**src/rtl/jtpang_romarb.sv**
```systemverilog
// Two-requester arbiter sharing one 32-bit graphics ROM port, with a one-entry data cache per requester.
// Optional macro JTPANG_ROMARB_PRIO_EN: fixed priority for requester 0; otherwise round-robin.
module jtpang_romarb #(
    parameter int              AW0  = 17,
    parameter int              AW1  = 17,
    parameter int              AW   = 22,
    parameter logic [AW-1:0]   OFF0 = '0,
    parameter logic [AW-1:0]   OFF1 = 22'h20000
) (
    input  logic            clk,
    input  logic            rst_n,
    input  logic            rq0_cs,
    input  logic [AW0-1:0]  rq0_addr,
    output logic            rq0_ok,
    output logic [31:0]     rq0_data,
    input  logic            rq1_cs,
    input  logic [AW1-1:0]  rq1_addr,
    output logic            rq1_ok,
    output logic [31:0]     rq1_data,
    output logic            rom_cs,
    output logic [AW-1:0]   rom_addr,
    input  logic            rom_ok,
    input  logic [31:0]     rom_data,
    output logic            owner
);

    typedef enum logic [1:0] {
        ST_IDLE = 2'd0,
        ST_BUSY = 2'd1,
        ST_GAP  = 2'd2
    } state_t;

    state_t          r_state;
    state_t          w_state_nxt;

    logic            r_rom_cs;
    logic [AW-1:0]   r_rom_addr;
    logic            r_owner;

    logic [AW0-1:0]  r_tag0;
    logic [31:0]     r_data0;
    logic            r_valid0;
    logic [AW1-1:0]  r_tag1;
    logic [31:0]     r_data1;
    logic            r_valid1;

    logic            w_hit0;
    logic            w_hit1;
    logic            w_pend0;
    logic            w_pend1;
    logic            w_sel1;
    logic            w_issue;
    logic            w_fill;
    logic [AW-1:0]   w_addr0;
    logic [AW-1:0]   w_addr1;

    assign w_hit0  = rq0_cs & r_valid0 & (rq0_addr == r_tag0);
    assign w_hit1  = rq1_cs & r_valid1 & (rq1_addr == r_tag1);
    assign w_pend0 = rq0_cs & ~w_hit0;
    assign w_pend1 = rq1_cs & ~w_hit1;

    assign w_addr0 = {{(AW-AW0){1'b0}}, rq0_addr} + OFF0;
    assign w_addr1 = {{(AW-AW1){1'b0}}, rq1_addr} + OFF1;

`ifdef JTPANG_ROMARB_PRIO_EN
    assign w_sel1 = ~w_pend0;
`else
    // On contention the requester that was not served last goes first
    assign w_sel1 = w_pend1 & (~w_pend0 | ~r_owner);
`endif

    always_ff @(posedge clk or negedge rst_n) begin
        if (!rst_n) begin
            r_state <= ST_IDLE;
        end else begin
            r_state <= w_state_nxt;
        end
    end

    always_comb begin
        w_state_nxt = r_state;
        w_issue     = 1'b0;
        w_fill      = 1'b0;
        case (r_state)
            ST_IDLE: begin
                if (w_pend0 | w_pend1) begin
                    w_issue     = 1'b1;
                    w_state_nxt = ST_BUSY;
                end
            end
            ST_BUSY: begin
                if (rom_ok) begin
                    w_fill      = 1'b1;
                    w_state_nxt = ST_GAP;
                end
            end
            // One dead cycle so a trailing rom_ok from the slot is never taken as data
            ST_GAP: begin
                w_state_nxt = ST_IDLE;
            end
            default: begin
                w_state_nxt = ST_IDLE;
            end
        endcase
    end

    always_ff @(posedge clk or negedge rst_n) begin
        if (!rst_n) begin
            r_rom_cs   <= 1'b0;
            r_rom_addr <= '0;
            r_owner    <= 1'b0;
            r_tag0     <= '0;
            r_data0    <= '0;
            r_valid0   <= 1'b0;
            r_tag1     <= '0;
            r_data1    <= '0;
            r_valid1   <= 1'b0;
        end else begin
            if (w_issue) begin
                r_rom_cs <= 1'b1;
                r_owner  <= w_sel1;
                if (w_sel1) begin
                    r_rom_addr <= w_addr1;
                    r_tag1     <= rq1_addr;
                    r_valid1   <= 1'b0;
                end else begin
                    r_rom_addr <= w_addr0;
                    r_tag0     <= rq0_addr;
                    r_valid0   <= 1'b0;
                end
            end
            // Fill goes to the owner's tag even if its address or cs moved meanwhile
            if (w_fill) begin
                r_rom_cs <= 1'b0;
                if (r_owner) begin
                    r_data1  <= rom_data;
                    r_valid1 <= 1'b1;
                end else begin
                    r_data0  <= rom_data;
                    r_valid0 <= 1'b1;
                end
            end
        end
    end

    assign rq0_ok   = w_hit0;
    assign rq0_data = r_data0;
    assign rq1_ok   = w_hit1;
    assign rq1_data = r_data1;
    assign rom_cs   = r_rom_cs;
    assign rom_addr = r_rom_addr;
    assign owner    = r_owner;

endmodule

```
**config.mk**
```make
export PLATFORM = sky130hd
export DESIGN_NAME = jtpang_romarb
export DESIGN_NICKNAME = d
export VERILOG_FILES = /design/src/rtl/jtpang_romarb.sv
export SDC_FILE = /design/constraint.sdc
export NUM_CORES = 1
export LEC_CHECK = 0
export ABC_AREA = 1
export ABC_CLOCK_PERIOD_IN_PS = 2800
export BUFFER_PORTS_ARGS = -buffer_cell sky130_fd_sc_hd__buf_2
export CELL_PAD_IN_SITES_DETAIL_PLACEMENT = 0
export CELL_PAD_IN_SITES_GLOBAL_PLACEMENT = 2
export CORE_ASPECT_RATIO = 1.25
export CORE_MARGIN = 2
export CORE_UTILIZATION = 28
export CTS_BUF_LIST = sky130_fd_sc_hd__clkbuf_2
export DETAILED_ROUTE_END_ITERATION = 12
export PLACE_DENSITY = 0.78
export SLEW_MARGIN = 20
export SYNTH_ARGS = -nofsm -noshare
export SYNTH_HDL_FRONTEND = slang
export SYNTH_SLANG_ARGS = --single-unit
```
**constraint.sdc**
```tcl
create_clock -name clk -period 2.8 [get_ports clk]
set_clock_uncertainty 0.05 [all_clocks]
set_input_delay 0.28 -clock clk [delete_from_list [all_inputs] [get_ports clk]]
set_output_delay 0.28 -clock clk [all_outputs]
set_load 0.05 [all_outputs]
```
==> results of run 1 <==
kinds of logic after synthesis:
logic type / count (synthesis) / synth area share [%]
AO/OA/AOI/OAI: 86 / 7.71
XOR/XNOR: 4 / 0.608
buffers and inverters: 128 / 9.64
flip-flops: 121 / 52.6
other: 1 / 0.0651
AND/OR/NAND/NOR: 407 / 29.4
registers in the layout, indices dropped and copies added (netlist names):
name / cells
r_tag0: 17
r_valid1: 1
r_state: 2
r_tag1: 17
rom_cs: 1
rom_addr: 18
rq1_data: 32
rq0_data: 32
r_valid0: 1
cell type report:
type / instances / area (um2)
sequential: 121 / 3030
clock inverter: 15 / 188
fill: 2182 / 12400
timing repair buffer: 229 / 1530
multi-input combinational: 501 / 2210
antenna: 1 / 2.50
tap: 270 / 338
inverter: 95 / 359
clock buffer: 17 / 85.1
final timing paths:
kind | startpoint | depth (start not counted) | slack (ns) | endpoint
worst min-delay path | rst_n | 2 | 0.08 | rq0_data[26]
min in group clk | rq1_cs | 7 | 0.15 | rom_addr[4]
max in group asynchronous | rst_n | 3 | 1.92 | rom_addr[14]
worst max register to register | r_tag0[10] | 12 | 0.61 | r_tag1[9]
worst min register to register | r_state[1] | 1 | 0.44 | r_state[0]
worst max-delay path | r_tag0[7] | 6 | 0.23 | rq0_ok
worst max-delay path, delay by kind of cell, from the launching register on:
kind	cells	cell delay [ns]
and+or+nand+nor	4	0.88
DFF	1	0.41
buffers and inverters	2	0.29
per-stage QoR:
stage	hold WS (ns)	std cells	utilization (%)	setup WS [ns]	cell area, um2
final	0.0802	1249	38.4	0.232	7740
after global routing	0.0271	1249	38.4	0.00233	7740
after CTS	0.0206	1248	38.3	0.00415	7720
after detailed placement	0.320	1148	33.5	0.654	6760
after global placement	0.309	1148	33.5	0.633	6760
after floorplan	-0.0656	750	-	0.758	5770
timing repair:
action,4_1_cts,5_1_grt
resized for setup,0,6
hold buffers,68,0
setup endpoints to repair,0,2
buffers inserted,0,0
endpoints found under the hold margin,226,0
cell usage in the layout, fill, tap and decap left out, types with 2 or more instances in the layout:
cell type / netlist / final
clkinvlp_4: 0 / 3
dfrtp_1: 121 / 121
a2111oi_2: 0 / 2
nand2_2: 3 / 5
buf_2: 7 / 153
clkbuf_4: 0 / 2
bufinv_16: 0 / 3
nor4_1: 3 / 3
o21ai_0: 69 / 69
inv_1: 87 / 87
o21ai_1: 13 / 13
dlygate4sd3_1: 0 / 68
nand3b_1: 2 / 2
nand3_4: 3 / 3
nor2_1: 43 / 43
clkbuf_2: 0 / 17
conb_1: 1 / 4
nand4_1: 3 / 3
inv_6: 0 / 5
nand2_1: 302 / 300
inv_2: 7 / 7
buf_4: 7 / 4
buf_12: 0 / 2
clkinv_4: 0 / 3
xnor2_1: 3 / 3
or2_1: 3 / 3
nand3_1: 40 / 40
power breakdown:
part	leakage (nW)	total [W]	internal [W]	switching, W
Combinational	2.66	0.00461	0.00112	0.00348
Sequential	1.51	0.00302	0.00254	0.000483
Clock	0.152	0.00129	0.000514	0.000777
metal layers:
| metal | share of wire [%] | routed length (um) | vias up | GRT usage [%] |
|---|---|---|---|---|
| met4 | 1.4 | 246 | 0 | 4.69 |
| li1 | - | - | 2732 | - |
| met5 | 0 | 0 | - | 0 |
| met2 | 49 | 8490 | 139 | 27.9 |
| met3 | 6.4 | 1120 | 19 | 5.46 |
| met1 | 43 | 7490 | 2371 | 19.9 |
==> impl_metrics.csv, run 1 <==
group,metric,value,unit
outcome,status,"complete, no violations",
clock_network,cts_num_sinks,121,
critical_path,cp_slowest_stage_delay,0.49,ns
die,coreArea,0.0202,mm2
synthesis,synth_top_area_share,52.6,%
routing,dr_total_vias,5261,
routing,drt-total-wl,17300,um
clock_network,clock-root-buffer,"clkbuf_2",
critical_path,cpMaxStageDelayCell,"or3b_2",
synthesis,synth_cell_types,30,
clock_network,htree_levels,4,
routing,drt_first_iter_violations,163,
synthesis,synth_edf_count,0,
final_layout,fin_nets,1036,
global_routing,grt_pass1_vias,5205,
place,io_buffer_count,156,
place,gp_congestion,0.781,
global_routing,grt_max_degree,65,
synthesis,ys_seq_area_share,52.6,%
clock_network,clk_path_buf_depth,2,
die,ioPinCount,161,
power_and_ir_drop,power.density,1150,mW/mm2
routing,antenna_left,0,
critical_path,cp_data_required_time,2.47,ns
routing,drt-pass1-iter-count,6,
power_and_ir_drop,power,0.00892,W
final_layout,syn_to_final_growth,34.3,%
critical_path,path_class,"reg2out",
synthesis,yosysMostFrequentCell,"nand2_1",
sta,fin_setup_tns,0,ns
min_path,hold_class,"in2async",
clock_network,insertion_delay,0.69,ns
sta,finalHoldViolations,0,
routing,wl_per_cell,13.9,um
sta,fin_crit_sh,91.7,%
routing,drcViolationCount,0,
synthesis,avgSynthCellArea,7.71,um2
synthesis,ys_ff_latch,121,
synthesis,yosysWarnings,0,
power_and_ir_drop,peakVddDrop,0.524,mV
sta,final-setup-viol-count,0,
critical_path,crit_fanout,3,
synthesis,async_flop_share,100,%
die,die_h,164,um
die,start_util,28.6,%
synthesis,ys.flop_type,"dfrtp_1",
place,place_hpwl,12300,um
clock_network,cts_buffers,17,
critical_path,end_kind,"output port",
global_routing,grt_usage,16.4,%
sta,drv_slew,0,
clock_network,cts_tree,"built",
sta,max-slew-margin-rel,54.7,%
die,std_cell_rows,58,
critical_path,crit_chain,"inv_1, nand2_1, nand4_1, or3b_2, nor2_1, clkbuf_4",
sta,rsz0062_at_grt,"false",
synthesis,synth_area,0.00576,mm2
global_routing,grt_pass1_wl,27700,um
synthesis,synthTopCellsByArea,"dfrtp_1 53%, nand2_1 20%, o21ai_0 6.0%, inv_1 5.7%, nand3_1 3.5%",
power_and_ir_drop,p_leak,4.32,nW
critical_path,critPathLaunchType,"flip-flop",
synthesis,synthCells,747,
sta,max_freq,389,MHz
clock_network,clk_pin_slew_worst_paths,0.21,ns
critical_path,critPathArrivalTime,2.24,ns
routing,vias_per_cell,4.21,
job,cap_violations,0,
sta,finalWorstPathRequiredPeriod,2.57,ns
final_layout,drive_above_1_share,22.0,%
global_routing,grt-ovfl-total,0,
synthesis,synthTopCellsByCount,"302 x nand2_1, 121 x dfrtp_1, 87 x inv_1, 69 x o21ai_0, 43 x nor2_1",
sta,tightestPinTransition,0.680,ns
global_routing,antenna_found_initial,1,
die,die_w,132,um
synthesis,yosys.area.top_type,"dfrtp_1",
die,die_area,0.0217,mm2
(Power assumes the default switching activity.)
==> run 2: changes to the inputs <==
--- a/config.mk
+++ b/config.mk
@@ -15,6 +15,7 @@
 export CORE_UTILIZATION = 28
 export CTS_BUF_LIST = sky130_fd_sc_hd__clkbuf_2
 export DETAILED_ROUTE_END_ITERATION = 12
+export GPL_TIMING_DRIVEN = 0
 export PLACE_DENSITY = 0.78
 export SLEW_MARGIN = 20
 export SYNTH_ARGS = -nofsm -noshare
==> run 2 against run 1 <==
  * Worst hold slack better by 0.036 ns
  * Final cell count up 2.5%
  * Largest power group unchanged
  * Critical path depth unchanged
  * Sequential power hardly changed
  * Design area increased by 2.2%
  * Via count increased by 3.2%
  * Global-route usage rose by 1.3 points
  * Die area unchanged
==> impl_metrics.csv, run 2 (synthesized netlist as in run 1, its figures left out) <==
group,metric,value,unit
outcome,status,"complete, no violations",
critical_path,crit_fanout,3,
critical_path,cp_data_required_time,2.47,ns
min_path,min_from,"rq1_cs",
final_layout,syn_to_final_growth,37.3,%
sta,max-slew-margin-rel,63.2,%
power_and_ir_drop,power.density,1140,mW/mm2
global_routing,grt_pass1_vias,5578,
sta,max_freq,392,MHz
routing,drt-total-wl,18400,um
clock_network,htree_levels,4,
die,coreArea,0.0202,mm2
job,cap_violations,0,
global_routing,grt-ovfl-total,0,
routing,drcViolationCount,0,
critical_path,critPathLaunchType,"flip-flop",
global_routing,grt_pass1_wl,29900,um
routing,wl_per_cell,14.4,um
final_layout,mostFrequentLayoutCells,"302 x nand2_1, 160 x buf_2, 121 x dfrtp_1",
die,die_w,132,um
global_routing,grt_usage,17.7,%
clock_network,clock-root-buffer,"clkbuf_2",
clock_network,clk_path_buf_depth,2,
clock_network,cts_num_sinks,121,
clock_network,post_cts_buffers,0,
die,die_area,0.0217,mm2
clock_network,insertion_delay,0.69,ns
min_path,hold_class,"in2reg",
place,dpl_cell_area,0.00693,mm2
sta,fin_crit_sh,91.0,%
final_layout,n_fill_cell,2201,
die,ioPinCount,161,
sta,tightestPinTransition,0.551,ns
die,std_cell_rows,58,
critical_path,reg2reg_depth,11,
sta,drv_slew,0,
global_routing,antenna_found_initial,1,
final_layout,fin_nets,1067,
die,die_h,164,um
place,place_hpwl,13500,um
die,start_util,28.6,%
power_and_ir_drop,p_leak,4.42,nW
place,io_buffer_count,156,
final_layout,layout_commonest_cell,"nand2_1",
place,placedCellCount,1177,
clock_network,clk_pin_slew_worst_paths,0.20,ns
critical_path,regToRegSetupSlack,0.82,ns
min_path,holdPathStages,7,
sta,finalHoldViolations,0,
final_layout,multiInputGateArea,0.00220,mm2
critical_path,reg2reg_to,"r_valid0",
place,gp_congestion,0.787,
final_layout,seqCellArea,0.00303,mm2
final_layout,drive_above_1_share,22.8,%
global_routing,grt_max_degree,74,
clock_network,cts_buffers,17,
routing,drt-pass1-iter-count,4,
sta,final-setup-viol-count,0,
critical_path,end_kind,"output port",
sta,rsz0062_at_grt,"false",
critical_path,critPathArrivalTime,2.22,ns
routing,vias_per_cell,4.24,
final_layout,stdcell_count,1280,
routing,antenna_left,0,
routing,drt_first_iter_violations,240,
critical_path,path_class,"reg2out",
min_path,min_to,"rom_addr[3]",
power_and_ir_drop,peakVddDrop,0.612,mV
routing,dr_total_vias,5428,
clock_network,cts_tree,"built",
final_layout,fin_area,0.00791,mm2
sta,finalWorstPathRequiredPeriod,2.55,ns
critical_path,r2r_start,"r_tag1[10]",
## run 2: changes by cell type in the layout (fill, tap and decap cells not counted), moves of 2 or more
cell and delta:
nand2_1 +2, clkbuf_1 +14, buf_2 +7, nand2_2 -2, inv_8 +2, bufinv_16 -2
inv_6 +3, buf_16 +2, buf_6 +5, buf_4 +3, buf_12 -2
## run 2: power breakdown
part | switching [W] | total [W] | internal [W]
clock | 0.000823 | 0.00118 | 0.000360
sequential | 0.000504 | 0.00304 | 0.00254
combinational | 0.00354 | 0.00476 | 0.00122
total | 0.00487 | 0.00899 | 0.00412
## run 2: metal layers
metal	share of wire [%]	vias to the layer above	track usage, %
met5	0	-	0
li1	-	2798	-
met2	49	137	30.8
met1	44	2482	21.7
met4	0.77	0	3.91
met3	6.0	11	5.15
## run 2: timing repair
item / 4_1_cts / 5_1_grt
endpoints found under the hold margin: 239 / 0
hold buffers: 70 / 0
resized for setup: 0 / 6
endpoints found under the setup margin: 0 / 2
## run 2: stage by stage
stage,TNS (ns),setup slack (ns),power [W],hold WS (ns),util (%)
6_report,0,0.252,0.00899,0.116,39.2
5_1_grt,0,0.00770,0.00970,0.0425,39.2
4_1_cts,0,0.000745,0.00910,0.0219,39.1
3_5_place_dp,0,0.804,0.00781,0.186,34.3
3_3_place_gp,-53.24,-0.447,0.00777,0.407,34.2
2_1_floorplan,0,0.758,0.00649,-0.0656,-
## run 2: worst max-delay path by stage
stage,from,to,slack [ns],cells past startpoint
global placement,rst_n,r_tag0[10],-0.45,1
global route,r_tag0[5],rq0_ok,0.008,7
CTS,r_tag1[12],rq1_ok,0.0007,6
finish,r_tag0[6],rq0_ok,0.25,6
floorplan,r_tag0[6],rq0_ok,0.76,5
detailed placement,rq1_addr[12],rq1_ok,0.80,7
## run 2: area by class of cell
type / instances / share of cell area [%]
sequential: 121 / 38.3
multi-input combinational: 501 / 27.9
timing repair buffer: 227 / 19.5
inverter: 95 / 4.54
tap: 270 / 4.27
buffer: 33 / 2.48
clock inverter: 15 / 1.96
clock buffer: 17 / 1.08
antenna: 1 / 0.0316
## run 2: worst max-delay path: stages (launching register included)
cell and delay, ns:
dfrtp_1 0.44, nor2_1 0.11, nor2_1 0.06, nor2_2 0.12, or3b_2 0.45, nor2_1 0.13
clkbuf_4 0.24
